### config.mk
export PLATFORM = sky130hd
export DESIGN_NAME = sliced_logic_unit
export DESIGN_NICKNAME = d
export VERILOG_FILES = /design/src/rtl/sliced_logic_unit.sv
export SDC_FILE = /design/constraint.sdc
export NUM_CORES = 1
export LEC_CHECK = 0
export BUFFER_PORTS_ARGS = -buffer_cell sky130_fd_sc_hd__buf_2
export CORE_MARGIN = 8
export CORE_UTILIZATION = 57
export DETAILED_ROUTE_END_ITERATION = 8
export GPL_TIMING_DRIVEN = 1
export PLACE_DENSITY_LB_ADDON = 0.12
export SLEW_MARGIN = 20
export SYNTH_ARGS = -nofsm -noshare
export SYNTH_HDL_FRONTEND = slang
export SYNTH_SLANG_ARGS = --single-unit
### constraint.sdc
create_clock -name clk -period 4.7 [get_ports clk]
set_clock_uncertainty 0.2 [all_clocks]
set_input_delay 0.94 -clock clk [delete_from_list [all_inputs] [get_ports clk]]
set_output_delay 0.94 -clock clk [all_outputs]
set_load 0.01 [all_outputs]
### src/rtl/sliced_logic_unit.sv
// sliced_logic_unit
//   Multi-cycle bitwise logic unit (AND / OR / XOR / NOR). One SLICE-bit
//   slice of the operands is processed per clock, starting with the LSB slice.
//   The result and its zero flag are updated together, on the edge that
//   completes the last slice.
//
//   Handshake: a start seen in IDLE or DONE latches a, b and op. busy is high
//   for N = WIDTH/SLICE cycles. done is then high for exactly one cycle. A
//   start seen while busy is ignored.
//
// Ports
//   clk    in   rising-edge clock
//   rst_n  in   asynchronous active-low reset
//   start  in   request a new operation
//   op     in   [1:0] 00 AND, 01 OR, 10 XOR, 11 NOR
//   a, b   in   [WIDTH-1:0] operands
//   busy   out  slices are being processed
//   done   out  one-cycle pulse; out/zero were just updated
//   out    out  [WIDTH-1:0] registered result, held between operations
//   zero   out  registered, 1 iff out == 0
//
// WIDTH must be an integer multiple of SLICE.
module sliced_logic_unit #(
   parameter int WIDTH = 32,
   parameter int SLICE = 8
) (
   input  logic             clk,
   input  logic             rst_n,
   input  logic             start,
   input  logic [1:0]       op,
   input  logic [WIDTH-1:0] a,
   input  logic [WIDTH-1:0] b,
   output logic             busy,
   output logic             done,
   output logic [WIDTH-1:0] out,
   output logic             zero
);

   localparam int N  = WIDTH / SLICE;
   localparam int CW = (N > 1) ? $clog2(N) : 1;

   typedef enum logic [1:0] {
      S_IDLE = 2'd0,
      S_BUSY = 2'd1,
      S_DONE = 2'd2
   } state_t;

   state_t           state, state_nxt;
   logic [CW-1:0]    cnt;
   logic [WIDTH-1:0] a_q, b_q;
   logic [1:0]       op_q;
   logic [WIDTH-1:0] work, work_nxt;
   logic [SLICE-1:0] a_sl, b_sl, r_sl;
   logic             last;
   logic             accept;

   assign last   = (cnt == CW'(N - 1));
   // A new operation may be taken from IDLE or straight out of DONE.
   assign accept = start && ((state == S_IDLE) || (state == S_DONE));

   // Pick the current operand slices; only SLICE-wide gates follow.
   always_comb begin
      a_sl = '0;
      b_sl = '0;
      for (int i = 0; i < N; i++) begin
         if (cnt == CW'(i)) begin
            a_sl = a_q[i*SLICE +: SLICE];
            b_sl = b_q[i*SLICE +: SLICE];
         end
      end
   end

   always_comb begin
      case (op_q)
         2'b00:   r_sl = a_sl & b_sl;
         2'b01:   r_sl = a_sl | b_sl;
         2'b10:   r_sl = a_sl ^ b_sl;
         default: r_sl = ~(a_sl | b_sl);
      endcase
   end

   // Work word with this cycle's slice merged in. On the last slice this is
   // the complete result, so out can take it on the same edge.
   always_comb begin
      work_nxt = work;
      for (int i = 0; i < N; i++) begin
         if (cnt == CW'(i)) begin
            work_nxt[i*SLICE +: SLICE] = r_sl;
         end
      end
   end

   // FSM: state register
   always_ff @(posedge clk or negedge rst_n) begin
      if (!rst_n) begin
         state <= S_IDLE;
      end else begin
         state <= state_nxt;
      end
   end

   // FSM: next state
   always_comb begin
      state_nxt = state;
      case (state)
         S_IDLE:  state_nxt = start ? S_BUSY : S_IDLE;
         S_BUSY:  state_nxt = last ? S_DONE : S_BUSY;
         S_DONE:  state_nxt = start ? S_BUSY : S_IDLE;
         default: state_nxt = S_IDLE;
      endcase
   end

   // FSM: outputs, decoded from the registered state only
   always_comb begin
      busy = (state == S_BUSY);
      done = (state == S_DONE);
   end

   // Datapath
   always_ff @(posedge clk or negedge rst_n) begin
      if (!rst_n) begin
         a_q  <= '0;
         b_q  <= '0;
         op_q <= '0;
         cnt  <= '0;
         work <= '0;
         out  <= '0;
         zero <= 1'b1;
      end else if (accept) begin
         a_q  <= a;
         b_q  <= b;
         op_q <= op;
         cnt  <= '0;
         work <= '0;
      end else if (state == S_BUSY) begin
         work <= work_nxt;
         cnt  <= last ? '0 : cnt + CW'(1);
         if (last) begin
            out  <= work_nxt;
            zero <= (work_nxt == '0);
         end
      end
   end

endmodule

# --- Yosys cells after proc, flatten, opt, wreduce, memory -nomap -nowiden ---
# Index checks and enable logic that the tools add are counted.
totals:
  inputBits: 69
  wordCells: 51
  ff_bits: 135
op_classes:
  n_eq_ne: 7
  addsub: 1
  n_mux: 21
  reduce_logical: 9
  bitwise_logic: 5
op_table:
  columns: ["op", "count"]
  rows:
  - ["8-bit two-way mux", 12]
  - ["32-bit two-way mux", 2]
  - ["32-bit zero test", 1]
  - ["8-bit one-hot mux with 3 select lines", 1]
  - ["8-bit AND", 1]
  - ["2-bit == test (second input constant)", 4]
  - ["2-bit two-way mux", 4]
  - ["8-bit inverter", 1]
  - ["8-bit OR", 1]
  - ["8-bit XOR", 1]
  - ["2-bit by 1-bit == test with 1-bit output (second input constant)", 3]
  - ["2-bit zero test", 3]
  - ["2-bit one-hot mux with 2 select lines", 1]
  - ["3-bit AND reduction", 1]
  - ["2-bit by 1-bit adder with 2-bit output (second input constant)", 1]
  - ["2-bit nonzero test", 1]
  - ["2-bit OR reduction", 1]
  - ["1-bit logical AND", 1]
  - ["1-bit logical OR", 1]
  - ["1-bit two-way mux", 1]
  - ["1-bit inverter", 1]

# --- Depth between registers and ports, before layout ---
logic_depth:
  word_depth: 11
  depth_mapped: 17

# --- Worst setup path after synthesis ---
# OpenSTA, ideal clock, no wires.
synth_path:
  kind: "reg2reg"
  from: "register cnt[0]"
  to: "register zero"
  arrival_time_ps: 3510
  t_required_ps: 4438
  setup_slack_ps: 928
  stages_incl_launch_ff: 18
  period_less_slack_ps: 3772
  setup_ps: 62
  cell_sequence: "dfrtp_1 -> inv_1 -> ha_1 -> buf_6 -> nor2b_1 -> clkbuf_1 -> a22oi_1 -> nor2_1 -> a21oi_1 -> nor2_1 -> a21o_1 -> ha_1 -> or2_1 -> mux4_2 -> a2111oi_0 -> a21oi_1 -> a2111oi_2 -> a22o_1"
synth_via:
  elab_chain_cells: 10
synth_rtl:
  columns: ["element", "line", "source"]
  rows:
  - ["start, declared", "49", "logic [CW-1:0] cnt;"]
  - ["start signal, assigned", "137", "cnt <= last ? '0 : cnt + CW'(1);"]
  - ["2-bit zero test", "66, 87", null]
  - ["8-bit two-way mux (4 in a row)", "66", "if (cnt == CW'(i)) begin"]
  - ["8-bit OR", "76, 78", null]
  - ["8-bit inverter", "78", "default: r_sl = ~(a_sl | b_sl);"]
  - ["8-bit one-hot mux with 3 select lines", "74", "case (op_q)"]
  - ["8-bit two-way mux", "87", "if (cnt == CW'(i)) begin"]
  - ["32-bit zero test", "140", "zero <= (work_nxt == '0);"]
  - ["end signal, assigned", "140", null]
  - ["end, declared", "36", "output logic zero"]
# Several ways; a longest one is shown, not always the timed one.
# A chain may end at the register's enable or synchronous reset.

# --- Worst setup path after layout ---
# Same ends and word-level chain as after synthesis.

==> flow_summary_export.csv <==
group,metric,value,unit
drt,wl,18.53,mm
drt,wire_per_inst,18.15,um
synthesis,synth.largest_area_cell,"dfrtp_1",
floorplan,rows,39,
worst_hold_path,min_from,"out[20]",
status,status,"finished clean",
placement,hpwl,13.18,mm
setup_path,worstRegToRegCells,13,
worst_hold_path,min_path_cells,1,
timing,period_minus_slack,4.193,ns
setup_path,crit_type,"reg2reg",
placement,preCtsSetupSlack,0.3822,ns
setup_path,critical_path_required,4.86,ns
setup_path,critPathSlowestCell,"ha_1",
synthesis,async_reset_ff_share,100.0,%
floorplan,io_pins,104,
clocking,cts.sinks,131,
timing,drv_slew,0,
setup_path,cpPeakStageDelay,0.77,ns
floorplan,die_h,124.2,um
drt,antenna_left,0,
pwr,ir_worst_vdd,0.5054,mV
pwr,leakage,4.145,nW
pwr,power,6.665,mW
clocking,root_buffer,"clkbuf_16",
setup_path,worstReg2RegEnd,"zero",
setup_path,r2r-start,"cnt[0]",
synthesis,netlist_top_cells_area,"dfrtp_1 49%, nand2_1 14%, ha_1 3.7%",
worst_hold_path,hold_class,"reg2reg",
synthesis,synth_top_cells_by_count,"256 x nand2_1, 130 x dfrtp_1, 60 x nor2_1",
worst_hold_path,whs_endpoint,"out[20]",
global_route,grt-ovfl-total,0,
finish,post_route_cells_drive_above_1_share,18.11,%
clocking,clk_path_buf_depth,2,
floorplan,dieArea,15430,sq um
synthesis,avgSynthCellArea,8.516,sq um
pwr,p_per_area,852.6,nW/um^2
drt,vias,5894,
timing,setup_viol,0,
setup_path,rrSetupSlack,0.51,ns
timing,hold_violations,0,
timing,rsz0062_at_grt,"no",
synthesis,synthCells,784,
run,maxCapViolCount,0,
setup_path,critPathMaxFanout,26,
setup_path,worstPathCellList,"inv_1, ha_1, buf_4, a21oi_1, a21oi_1, nor2_1, a21o_1, ha_1, mux2i_1, o22ai_1, or4_1, a2111oi_2, a22o_1",
clocking,cts_buffers,17,
floorplan,core-area,11420,sq um
drt,route.detailed.drc,0,
global_route,grt_pass1_wl,30.53,mm
synthesis,synth_nets,873,
synthesis,yosysWarnings,0,
timing,post-route-period-util,89.22,%
synthesis,synth_edf_count,0,
finish,diodes,0,
synthesis,yosysSeqAreaShare,49.12,%
clocking,holdBufCountCts,0,
global_route,antenna_found_initial,0,
clocking,worstSkewPairLatency,0.42,ns
global_route,grt_pass1_vias,5952,
synthesis,synth.most_common_cell,"nand2_1",
floorplan,floorplan.initialDensity,58.47,%
synthesis,synth-seq-cells,131,
timing,timing.final.ws_setup,0.5067,ns
timing,tightest_slew,1.060,ns
drt,drtIter0Drc,565,
global_route,grt_max_degree,72,
placement,gp_congestion,0.8945,
synthesis,synth_ff_type,"dfrtp_1",
drt,vias_per_cell,5.773,
placement,io_buffers,103,
clocking,cts_tree,"done",
clocking,clkTransAtPathRegs,0.05,ns
timing,fin_setup_tns,0,ns
finish,layout.nets,957,
synthesis,synth_top_area_share,48.73,%
synthesis,netlist_area,6676,sq um
setup_path,endpoint_kind,"register",
drt,firstDrtPassIters,5,
clocking,htree_levels,4,
setup_path,worstPathArrival,4.36,ns
setup_path,start_kind,"register",
timing,hold-worst-slack,0.2707,ns
floorplan,die_w,124.2,um
synthesis,yosysUniqueCellTypes,52,
finish,area_growth,17.09,%
timing,max_slew_margin,29.33,%
timing,max_freq,0.2385,GHz
global_route,grt_usage,24.47,%
==> cell type report <==
type | instances | area, sq um
flip-flops and latches | 131 | 3279
multi-input cells | 586 | 3105
fillers | 969 | 3601
well taps | 143 | 178.9
repair buffers | 117 | 635.6
clock buffers | 24 | 481.7
inverters | 15 | 58.81
clock inverters | 5 | 77.57
==> how the worst max path moves through the flow <==
stage	cells past startpoint	startpoint	slack, ns	end
2_1_floorplan	17	cnt[0]	0.93	zero
3_3_place_gp	15	cnt[0]	0.47	zero
3_5_place_dp	15	cnt[1]	0.38	zero
4_1_cts	15	cnt[1]	0.36	zero
5_1_grt	13	cnt[0]	0.16	zero
6_report	13	cnt[0]	0.51	zero
==> layer usage <==
| layer | share of wire [%] | global-route usage (%) |
|---|---|---|
| met3 | 5.0 | 5.574 |
| met2 | 49 | 41.09 |
| met5 | 0 | 0 |
| met4 | 3.4 | 12.26 |
| met1 | 42 | 28.88 |
==> what timing repair did <==
action                                 in CTS  in global routing
gates resized for setup                     0                  1
endpoints found under the hold margin       0                  0
setup endpoints to repair                   0                  1
setup buffers                               0                  0
==> critical path: cells and delay by family, from the launching register on <==
family / cells / cell delay, ns
buffers and inverters: 2 / 0.42
adders and majority gates: 2 / 1.14
DFF: 1 / 0.42
AOI/OAI and AO/OA: 6 / 1.02
muxes: 1 / 0.28
and+or+nand+nor: 2 / 0.63
==> power by group <==
| part | total, mW | leakage, nW | internal, mW | switching (mW) |
|---|---|---|---|---|
| logic | 3.37 | 2.20 | 1.26 | 2.12 |
| registers | 2.02 | 1.67 | 1.61 | 0.412 |
| clock network | 1.27 | 0.272 | 0.810 | 0.457 |
==> registers in the layout (all words and copies together), names as in the netlist <==
| name | count |
|---|---|
| cnt | 2 |
| a_q | 32 |
| zero | 1 |
| work | 28 |
| b_q | 32 |
| out | 32 |
| op_q | 2 |
| state | 2 |
==> per-stage QoR <==
stage | cells | util (%) | area (sq um)
after floorplan | 784 | - | 6676
after global placement | 992 | 63.54 | 7256
after detailed placement | 992 | 63.54 | 7256
after CTS | 1021 | 68.44 | 7815
after global routing | 1021 | 68.46 | 7818
final | 1021 | 68.46 | 7818
==> cells in the final DEF, fill, tap and decap left out, drive strengths merged, types with 2 or more instances in the layout <==
cell	Yosys	final
a2111oi	3	3
a211oi	15	15
a21o	30	30
a21oi	42	42
a22o	7	7
a22oi	15	15
a311oi	2	2
a31oi	5	5
a32o	3	3
and2	2	2
buf	16	117
bufinv	0	2
clkbuf	36	24
clkinv	0	2
dfrtp	130	130
ha	20	20
inv	15	15
mux2i	6	6
mux4	2	2
nand2	257	257
nand2b	7	7
nand3	10	10
nand3b	2	2
nand4	2	2
nor2	60	60
nor2b	6	6
nor3	7	7
nor4	5	5
o21ai	52	52
o22ai	6	6
o31ai	3	3
or2	5	5
or4	4	4
==> cells by family (layout without fill, tap and decap cells) <==
family | count (synthesis) | after routing | share of synthesized area [%]
fa+ha+maj | 20 | 20 | 3.748
compound gates | 189 | 189 | 18.09
buf+inv | 67 | 161 | 4.554
mux | 8 | 8 | 1.574
flops | 131 | 131 | 49.12
simple gates | 369 | 369 | 22.92
No activity file was read; power rests on OpenSTA's default activity.
